### config.mk
export PLATFORM = sky130hd
export DESIGN_NAME = hazard_bubble_ctrl
export DESIGN_NICKNAME = d
export VERILOG_FILES = /design/src/rtl/hazard_bubble_ctrl_pkg.sv /design/src/rtl/hazard_bubble_ctrl_sat_counter.sv /design/src/rtl/hazard_bubble_ctrl.sv
export SDC_FILE = /design/constraint.sdc
export NUM_CORES = 1
export LEC_CHECK = 0
export CAP_MARGIN = 25
export CORE_MARGIN = 8
export CORE_UTILIZATION = 25
export DETAILED_ROUTE_END_ITERATION = 10
export GPL_TIMING_DRIVEN = 0
export PLACE_DENSITY = 0.64
export RECOVER_POWER = 25
export SYNTH_ARGS = -nofsm -noshare
export SYNTH_HDL_FRONTEND = slang
export SYNTH_HIERARCHICAL = 1
export SYNTH_SLANG_ARGS = --single-unit
### constraint.sdc
create_clock -name clk -period 7.85 [get_ports clk]
set_input_delay 1.9625 -clock clk [delete_from_list [all_inputs] [get_ports clk]]
set_output_delay 1.9625 -clock clk [all_outputs]
set_load 0.03 [all_outputs]
### src/rtl/hazard_bubble_ctrl_pkg.sv
// Shared definitions for the ID-stage hazard unit: control-bundle layout and FSM encoding.
// Latency: n/a (declarations only).
// Backpressure: n/a.
package hazard_bubble_ctrl_pkg;

   // Control bundle width and field positions (LSB = branch).
   localparam int CTRL_W         = 10;
   localparam int CTRL_BRANCH    = 0;
   localparam int CTRL_MEM2REG   = 1;
   localparam int CTRL_REG_WRITE = 2;
   localparam int CTRL_MEM_WRITE = 3;
   localparam int CTRL_MEM_READ  = 4;
   localparam int CTRL_ALU_OP_LO = 5;
   localparam int CTRL_ALU_OP_HI = 7;
   localparam int CTRL_ALU_SRC   = 8;
   localparam int CTRL_REG_DST   = 9;

   // Hazard FSM encoding.
   typedef enum logic {
      HZ_IDLE  = 1'b0,
      HZ_STALL = 1'b1
   } hz_state_t;

endpackage

### src/rtl/hazard_bubble_ctrl_sat_counter.sv
// Saturating up-counter with enable and synchronous clear.
// Latency: count updates one clock after en is sampled.
// Backpressure: none; holds at all-ones instead of wrapping.
module sat_counter #(
   parameter int W = 16
) (
   input  logic         clk,
   input  logic         clr,
   input  logic         en,
   output logic [W-1:0] count
);

   // Clear wins; otherwise step by one until all-ones is reached.
   always_ff @(posedge clk) begin
      if (clr) begin
         count <= '0;
      end else if (en && (count != {W{1'b1}})) begin
         count <= count + 1'b1;
      end
   end

endmodule

### src/rtl/hazard_bubble_ctrl.sv
// ID-stage load-use hazard detection, bubble insertion, flush and freeze handling.
// Latency: bubble/enables are combinational (0 cycles); stall_active is decoded from the state register.
// Backpressure: ext_stall freezes PC and IF/ID and holds the stall countdown.
module hazard_bubble_ctrl #(
   parameter int CTRL_W            = hazard_bubble_ctrl_pkg::CTRL_W,
   parameter int REG_AW            = 5,
   parameter int LOAD_STALL_CYCLES = 1,
   parameter int CNT_W             = 16,
   parameter bit ZERO_REG_SKIP     = 1'b1
) (
   input  logic              clk,
   input  logic              rst,
   input  logic [REG_AW-1:0] id_rs,
   input  logic [REG_AW-1:0] id_rt,
   input  logic              id_uses_rt,
   input  logic              ex_mem_read,
   input  logic [REG_AW-1:0] ex_rt,
   input  logic              flush,
   input  logic              ext_stall,
   input  logic [CTRL_W-1:0] ctrl_in,
   output logic [CTRL_W-1:0] ctrl_out,
   output logic              pc_write,
   output logic              if_id_write,
   output logic              bubble,
   output logic              stall_active,
   output logic [CNT_W-1:0]  stall_count
);

   import hazard_bubble_ctrl_pkg::*;

   // The first bubble is issued from IDLE, so STALL covers the remaining
   // LOAD_STALL_CYCLES-1 cycles: remain counts down from LOAD_STALL_CYCLES-2 to 0.
   localparam logic [3:0] REMAIN_INIT =
      4'((LOAD_STALL_CYCLES > 1) ? (LOAD_STALL_CYCLES - 2) : 0);

   hz_state_t  state;
   logic [3:0] remain;
   logic       ex_rt_live;
   logic       hazard;
   logic       in_stall;

   assign ex_rt_live = !ZERO_REG_SKIP || (ex_rt != '0);
   assign hazard     = ex_mem_read && ex_rt_live &&
                       ((ex_rt == id_rs) || (id_uses_rt && (ex_rt == id_rt)));
   assign in_stall   = (state == HZ_STALL);

   assign bubble       = flush || ext_stall || in_stall || hazard;
   assign ctrl_out     = bubble ? '0 : ctrl_in;
   // Flush keeps the front end moving so the branch target gets fetched,
   // unless the front end itself is frozen.
   assign pc_write     = flush ? !ext_stall : !bubble;
   assign if_id_write  = pc_write;
   assign stall_active = in_stall;

   // Stall sequencer: flush drops any pending stall; ext_stall holds the countdown.
   always_ff @(posedge clk) begin
      if (rst) begin
         state  <= HZ_IDLE;
         remain <= '0;
      end else if (flush) begin
         state  <= HZ_IDLE;
         remain <= '0;
      end else begin
         case (state)
            HZ_IDLE: begin
               if (hazard && (LOAD_STALL_CYCLES > 1)) begin
                  state  <= HZ_STALL;
                  remain <= REMAIN_INIT;
               end
            end
            HZ_STALL: begin
               if (!ext_stall) begin
                  if (remain == 4'd0) begin
                     state <= HZ_IDLE;
                  end else begin
                     remain <= remain - 4'd1;
                  end
               end
            end
            default: begin
               state  <= HZ_IDLE;
               remain <= '0;
            end
         endcase
      end
   end

   sat_counter #(
      .W (CNT_W)
   ) u_bubble_cnt (
      .clk   (clk),
      .clr   (rst),
      .en    (bubble),
      .count (stall_count)
   );

endmodule

==> reports/metrics.cfg <==
[grt]
grt_start_max_net_pins = 12
grt_pass1_vias = 1427
antenna_found_initial = 0
grt_pass1_wl_um = 6768
grt.total_usage_pct = 9.894
grt_overflow_total = 0

[sta]
hold_viol = 0
rsz0062_at_grt = no
tightest_slew_ns = 0.9147
post-route-period-util_pct = 87.26
max_freq_mhz = 146.0
fin_worst_skew_ns = 0.005364
period_needed_ns = 6.850
fin_setup_tns_ns = 0
finalSetupViolations = 0
max_slew_margin_pct = 38.38
worst_slack_ns = 1.000
slew_violations = 0

[routing]
wl_um = 4187
drc = 0
drt_first_pass_iters = 5
vias_per_cell = 5.007
routedWlPerCell_um = 14.19
vias = 1477
drt-initial-drc-count = 61
ant_nets = 0

[logic_synthesis]
synth_cell_types = 42
yosysSeqAreaShare_pct = 30.63
synthCells = 160
synth.top_cell.area_share_pct = 30.63
yosys_most_used_dff = dfxtp_1
synthArstFlopShare_pct = 0
synth_edf_count = 0
yosysTopAreaCell = dfxtp_1
ys_ff_latch = 21
synthTopCellsByArea = dfxtp_1, o211a_1, xor2_1
post_synth.cell_area_avg_um2 = 8.579
synth.cell_area_um2 = 1373
yosys_warnings = 6
syn_nets = 193

[clock_network]
tritoncts = yes
cts-htree-levels = 1
clkSlewWorstSetupHoldPaths_ns = 0.07
root_buffer = clkbuf_8
numCtsBuffers = 3
postCtsSetupBuffers = 0
clock-sinks = 21
cts_hold_buf = 0
cts_resized = 0
clock_latency_ns = 0.26
clockBufferDepth = 2

[power_and_ir_drop]
totalPowerFinal_uw = 234.4
p_int_uw = 171.3
clockPowerShare_pct = 30.9
peakVddDrop_mv = 0.07313
switchingPower_uw = 63.11
p_leak_uw = 0.0007874
power_frac_seq_pct = 46.6
switching_share_pct = 26.92
power_density_nw_per_um2 = 111.7
combPwrFrac_pct = 22.5

[layout]
final_cell_area_um2 = 2098
diodes = 0
post-route-util_pct = 38.82
syn_to_final_growth_pct = 52.87
final_layout_size_suffix_gt1_share_pct = 6.278
nets = 257

[place]
placed_area_um2 = 2053
io_buffers = 59
detailedPlace.worstSlack_ns = 0.9798
dp_hpwl_um = 3293
gp_congestion = 0.7864

[die]
die_x_um = 90.10
dieArea_um2 = 8117
num_rows = 27
ios = 61
initial_core_util_pct = 25.39
die_y_um = 90.10
coreArea_um2 = 5405

[worst_setup_path]
critPathCaptureType = output pin
worstPathArrival_ns = 4.89
criticalPathCategory = input port to output pin
setup.worst_path.start = ex_rt[0]
path_max_fanout = 10
timing.rr.start = stall_active$_SDFF_PP0_
cp.required_ns = 5.89
start_kind = input port

[run]
cap_violations = 0

[status]
outcome = finished, final reports clean

[worst_hold_path]
holdCritPathClass = flop to flop
hold_start = stall_active$_SDFF_PP0_

cell families after synthesis:
logic type               after synthesis  synth area share, %
AO/OA/AOI/OAI                         39                21.24
XOR/XNOR                              15                9.571
adder cells (fa/ha/maj)                2                1.823
buffers and inverters                 16                5.742
flip-flops                            21                30.63
multiplexers                           2                1.550
AND/OR/NAND/NOR                       65                29.45
worst paths after layout:
| path | to | slack (ns) | depth (start not counted) |
|---|---|---|---|
| setup / recovery | bubble | 1.00 | 7 |
| hold / removal | stall_active$_SDFF_PP0_ | 0.53 | 1 |
| setup reg to reg | u_bubble_cnt/count[6]$_SDFFE_PP0P_ | 5.55 | 7 |
| hold reg to reg | stall_active$_SDFF_PP0_ | 0.53 | 1 |
power groups by stage:
stage	combinational [uW]	sequential (uW)	clock, uW
final	52.8	109	72.4
after global routing	56.5	110	79.2
after CTS	53.8	109	74.5
after detailed placement	53.5	112	0
after global placement	53.2	112	0
after floorplan	22.3	114	0
layout make-up:
type                       instances  area, um2
buffer                             9      51.30
clock buffer                       4      45.04
fill                             575       3307
inverter                           7      27.53
multi-input combinational        123      873.3
sequential                        21      420.4
tap                               72      90.09
timing repair buffer              59      590.6
Yosys cell counts (all sizes together), types with 2 or more instances:
cell type  count
xnor2          4
o211a         10
nand2          7
inv            6
clkbuf         4
and4           3
nor2           9
xor2          11
dfxtp         21
or4            8
o21a           2
nor4           4
nor3          10
buf            5
o31ai          6
or3            3
ha             2
nand3          8
a21oi         11
nor2b          3
o21ai          5
nand4          4
placed cells by master (no fill, tap or decap), drive strengths merged, types with 2 or more instances in the layout:
cell type,Yosys,final
xor2,11,11
o21ai,5,5
nand4,4,4
dlygate4sd3,0,9
nand2,7,7
inv,6,6
xnor2,4,4
or3,3,3
o21a,2,2
nand3,8,8
clkdlybuf4s50,0,50
ha,2,2
nor2b,3,3
o211a,10,10
a21oi,11,11
nor4,4,4
buf,5,5
dfxtp,21,21
o31ai,6,6
nor2,9,9
and4,3,3
clkbuf,4,8
or4,8,8
nor3,10,10
sequential cells by signal (all words and copies together) (netlist names):
| register | flops |
|---|---|
| remain | 4 |
| stall_active | 1 |
| u_bubble_cnt/count | 16 |
metal layers:
metal	global-route usage (%)	vias to the layer above	share of wire (%)
li1	-	730	-
met1	12.63	685	51
met2	15.89	60	42
met3	2.826	2	5.8
met4	2.497	0	0.50
met5	0	-	0
worst max-delay path, cell delays in order:
cell             delay, ns
clkdlybuf4s50_1       0.49
xor2_1                0.20
nor4_1                0.28
a32oi_1               0.19
buf_2                 0.21
o21ai_0               0.73
clkdlybuf4s50_1       0.83
through the flow:
step / instances / hold WS [ns]
floorplan: 160 / 0.5214
global placement: 291 / 0.5172
detailed placement: 291 / 0.5252
CTS: 295 / 0.5360
global route: 295 / 0.5614
finish: 295 / 0.5322
No activity file was read; power rests on OpenSTA's default activity.
==> RTL change 1, RTL diff (same flow settings) <==
Put a register stage on the output `stall_count`, with the module's reset. The value now appears one clock later. The other outputs are not delayed to match.
--- a/src/rtl/hazard_bubble_ctrl.sv
+++ b/src/rtl/hazard_bubble_ctrl.sv
@@ -33,4 +33,6 @@
    localparam logic [3:0] REMAIN_INIT =
       4'((LOAD_STALL_CYCLES > 1) ? (LOAD_STALL_CYCLES - 2) : 0);
+
+   logic [CNT_W-1:0] stall_count_d;
 
    hz_state_t  state;
@@ -92,6 +94,14 @@
       .clr   (rst),
       .en    (bubble),
-      .count (stall_count)
+      .count (stall_count_d)
    );
+
+   always_ff @(posedge clk) begin
+      if (rst) begin
+         stall_count <= '0;
+      end else begin
+         stall_count <= stall_count_d;
+      end
+   end
 
 endmodule
Check against the original RTL: not equivalent (Yosys sat finds a counterexample within 4 cycles, from zero or initial values and one cycle with rst high).
==> RTL change 1 against the unedited design <==
Synthesized area up 31%; register-to-register slack about the same; worst setup slack better by 0.025 ns; sequential share of layout area up 8.1 points; critical path depth unchanged; power up 77%; core utilization down 1.7 points; routed wire length up 15%; count of clock-buffer cells in the layout up 3; sequential cell count up 16; non-clock buffer count up 2; combinational power up 2%; final area up 25%.
==> RTL change 1: results (changes against the unedited design) <==
maxSlewHeadroom_pct: 42.7  # +4.3 points
wirelength_microns: 4830  # +15%
drtPass1Iterations: 4  # -1
insertion_delay_ns: 0.29  # +0.03 ns
rrSetupSlack_ns: 5.56  # about the same
grt_pass1_wl_microns: 7850  # +16%
fillers: 726  # +26%
place_congestion: 0.838  # +6.5%
h-tree-depth: 2  # +1
synth_nets: 227  # +18%
synth_compound_area_share_pct: 16.2  # -5.0 points
skew_ns: 0.00705  # +0.00169 ns
wl_per_cell_microns: 13.4  # -5.5%
ir_worst_vdd_mv: 0.0733  # +0.28%
routed_via_density: 4.72  # -5.7%
drt_iter0_markers: 143  # +130%
status: "finished, final reports clean"
hold_path_end: "stall_count[12]$_SDFF_PP0_"
final_layout_size_suffix_gt1_share_pct: 6.90  # +0.62 points
syn_area_per_cell_sq_um: 9.28  # +8.2%
hp-start: "u_bubble_cnt/count[12]$_SDFFE_PP0P_"
synth_commonest_cells: "dfxtp_1, nor2b_1, a21oi_1, xor2_1"
critPathArrivalTime_ns: 4.86  # -0.03 ns
synth_area_leaders: "dfxtp_1, nor2b_1, o211a_1, xor2_1, or4_1"
synth_mux_area_share_pct: 1.18  # -0.37 points
place_inst: 352  # +21%
numCtsBuffers: 5  # +2
clock_path_buffers: 2  # unchanged
grt_pass1_vias: 1644  # +15%
synth_fa_ha_area_share_pct: 1.39  # -0.43 points
final_nets: 293  # +14%
hpwl_microns: 3700  # +12%
reg2reg_to: "u_bubble_cnt/count[13]$_SDFFE_PP0P_"
synth_seq_area_share_pct: 41.1  # +11 points
grt_use_total_pct: 9.67  # -0.23 points
synthXorXnorAreaFrac_pct: 7.30  # -2.3 points
numClockSinks: 37  # +76%
==> RTL change 1: changes by cell type after synthesis <==
cell / before / now
nor2b_1: 3 / 19
clkbuf_1: 4 / 6
dfxtp_1: 21 / 37
==> RTL change 1: power breakdown <==
part	internal, uW	total [uW]	switching, uW
combinational	27.6	53.8	26.2
sequential	190	192	1.93
clock	104	170	66.1
total	321	415	94.2
==> RTL change 1: cell families after synthesis <==
kind of cell | count (synthesis)
compound gates | 39
fa+ha+maj | 2
buf+inv | 18
simple gates | 81
xor+xnor | 15
flops | 37
mux | 2
==> RTL change 1: routing by layer <==
| layer | track usage [%] | vias up | part of all wire (%) |
|---|---|---|---|
| met5 | 0 | - | 0 |
| met4 | 3.14 | 0 | 1.2 |
| met3 | 4.14 | 6 | 11 |
| met2 | 15.5 | 65 | 43 |
| met1 | 11.3 | 788 | 45 |
| li1 | - | 841 | - |
==> RTL change 1: worst max path at each step <==
stage	start	endpoint	slack [ns]	cells past startpoint
2_1_floorplan	ex_rt[3]	bubble	2.17	5
3_3_place_gp	ex_rt[3]	bubble	1.04	7
3_5_place_dp	ex_rt[2]	bubble	1.02	7
4_1_cts	ex_rt[2]	bubble	1.02	7
5_1_grt	ex_rt[3]	bubble	0.90	7
6_report	ex_rt[2]	bubble	1.03	7
==> RTL change 1: cell type report <==
class / count / area share, %
Tap cell: 99 / 4.71
Sequential cell: 37 / 28.2
Multi-Input combinational cell: 139 / 37.0
Buffer: 11 / 2.23
Clock inverter: 1 / 1.14
Clock buffer: 7 / 3.28
Inverter: 7 / 1.05
Timing Repair Buffer: 59 / 22.4
==> RTL change 1: critical path, stage by stage <==
cell,delay (ns)
clkdlybuf4s50_1,0.48
xor2_1,0.19
nor4_1,0.30
a32oi_1,0.20
buf_2,0.22
o21ai_0,0.68
clkdlybuf4s50_1,0.83
==> RTL change 1: per-stage QoR <==
step / cell area, sq um / setup WS [ns] / hold WS, ns
after floorplan: 1800 / 2.17 / 0.483
after global placement: 2510 / 1.04 / 0.504
after detailed placement: 2510 / 1.02 / 0.506
after CTS: 2630 / 1.02 / 0.519
after global routing: 2630 / 0.902 / 0.544
final: 2630 / 1.03 / 0.516
==> RTL change 2, RTL diff (same flow settings) <==
Made on the original files. `REG_AW`: 5 -> 4.
--- a/src/rtl/hazard_bubble_ctrl.sv
+++ b/src/rtl/hazard_bubble_ctrl.sv
@@ -4,5 +4,5 @@
 module hazard_bubble_ctrl #(
    parameter int CTRL_W            = hazard_bubble_ctrl_pkg::CTRL_W,
-   parameter int REG_AW            = 5,
+   parameter int REG_AW            = 4,
    parameter int LOAD_STALL_CYCLES = 1,
    parameter int CNT_W             = 16,
Interface: changed (resized ex_rt, id_rs and id_rt); port bits go from 61 to 58. No check against the original RTL was run, so the function may have changed too.
==> RTL change 2 against the unedited design <==
Synthesized cell count fell by 2.5%; worst setup slack improved by 0.49 ns; power is 0.34% higher; count of clock-buffer cells in the layout down 1; routed wire length up 0.14%; die area fell by 0.14%; final area down 1.6%; sequential cell count unchanged; synthesized area shrank 0.18%.
==> RTL change 2: results (changes against the unedited design) <==
drt_iter0_markers: 26  # -57%
h-tree-depth: 1  # unchanged
port_buffers: 56  # -5.1%
clockRootBuffer: "clkbuf_8"
critPathArrivalTime_ns: 4.40  # -0.49 ns
worst_slew_pin_slew_ns: 0.611  # -0.303 ns
ir_worst_vdd_mv: 0.0859  # +18%
gr-usage-met2_pct: 16.9  # +1.0 points
wl_per_cell_microns: 14.6  # +2.6%
drtPass1Iterations: 4  # -1
grt_pass1_wl_microns: 6760  # about the same
regMostFlops: "u_bubble_cnt/count"
slowest_stage: "clkdlybuf4s50_1"
synth_area_leaders: "dfxtp_1, o211a_1, xor2_1, a21oi_1, or4_1"
insertion_delay_ns: 0.26  # about the same
final_layout_size_suffix_gt1_share_pct: 7.87  # +1.6 points
fillers: 557  # -3.1%
place_congestion: 0.785  # -0.15%
cp_max_fo: 10  # unchanged
grt_pass1_vias: 1317  # -7.7%
largest_register_ffs: 16  # unchanged
synth_commonest_cells: "dfxtp_1, a21oi_1, nor3_1, o211a_1, xor2_1"
numCtsBuffers: 3  # unchanged
status: "finished, final reports clean"
synth_cell_type_count: 44  # +4.8%
synth_nets: 186  # -3.6%
skew_ns: 0.00754  # +0.00217 ns
synth_seq_area_share_pct: 30.7  # +0.056 points
hpwl_microns: 3300  # +0.27%
final_nets: 247  # -3.9%
yosys_warnings: 6  # unchanged
max_stage_delay_ns: 0.78  # -0.05 ns
p_leak_uw: 0.000769  # -2.4%
vias: 1386  # -6.2%
cts_resized: 0  # unchanged
grt_use_total_pct: 9.94  # +0.045 points
met1_usage_pct: 12.2  # -0.46 points
critPathLaunch: "ex_rt[3]"
gr-usage-met3_pct: 2.58  # -0.25 points
grt_max_degree: 13  # +1
-- RTL change 2: report_power, final --
part / leakage, uW / switching [uW] / internal (uW)
clock: 0.0000255 / 37.8 / 35.4
sequential: 0.000170 / 1.75 / 108
combinational: 0.000574 / 26.3 / 26.2
-- RTL change 2: routing by layer --
metal,share of wire (%),vias to the layer above
met3,3.5,6
met4,1.4,0
met5,0,-
met1,45,634
li1,-,718
met2,50,28
-- RTL change 2: through the flow --
step / hold WS, ns / setup WS [ns] / instance area [sq um] / std cells / total power [uW]
6_report: 0.519 / 1.49 / 2060 / 288 / 235
3_5_place_dp: 0.514 / 1.46 / 2020 / 284 / 165
2_1_floorplan: 0.526 / 2.60 / 1370 / 156 / 137
4_1_cts: 0.527 / 1.45 / 2070 / 288 / 238
3_3_place_gp: 0.509 / 1.48 / 2020 / 284 / 165
5_1_grt: 0.550 / 1.35 / 2060 / 288 / 247
-- RTL change 2: worst reg2reg max path: cells and delay by family, from the launching register on --
kind	cells	cell delay [ns]
AOI/OAI and AO/OA	2	0.49
buffers and inverters	2	0.48
DFF	1	0.37
and+or+nand+nor	3	0.72
-- RTL change 2: layout make-up --
| type | count | share of cell area, % |
|---|---|---|
| well taps | 72 | 4.36 |
| plain buffers | 9 | 2.36 |
| repair buffers | 56 | 27.2 |
| multi-input cells | 119 | 42.2 |
| clock inverters | 1 | 0.242 |
| flip-flops and latches | 21 | 20.4 |
| clock buffers | 3 | 2.00 |
| inverters | 7 | 1.27 |
-- RTL change 2: cells by family after synthesis --
logic type	after synthesis	share of synthesized area, %
buf+inv	16	5.48
fa+ha+maj	2	1.83
mux	2	1.55
flops	21	30.7
xor+xnor	13	8.31
simple gates	63	29.5
compound gates	39	22.6
-- RTL change 2: worst paths after layout --
kind,to,slack (ns),cells after the start
worst max-delay path,bubble,1.49,7
worst min-delay path,stall_active$_SDFF_PP0_,0.52,1
worst max register to register,u_bubble_cnt/count[15]$_SDFFE_PP0P_,5.72,7
worst min register to register,stall_active$_SDFF_PP0_,0.52,1
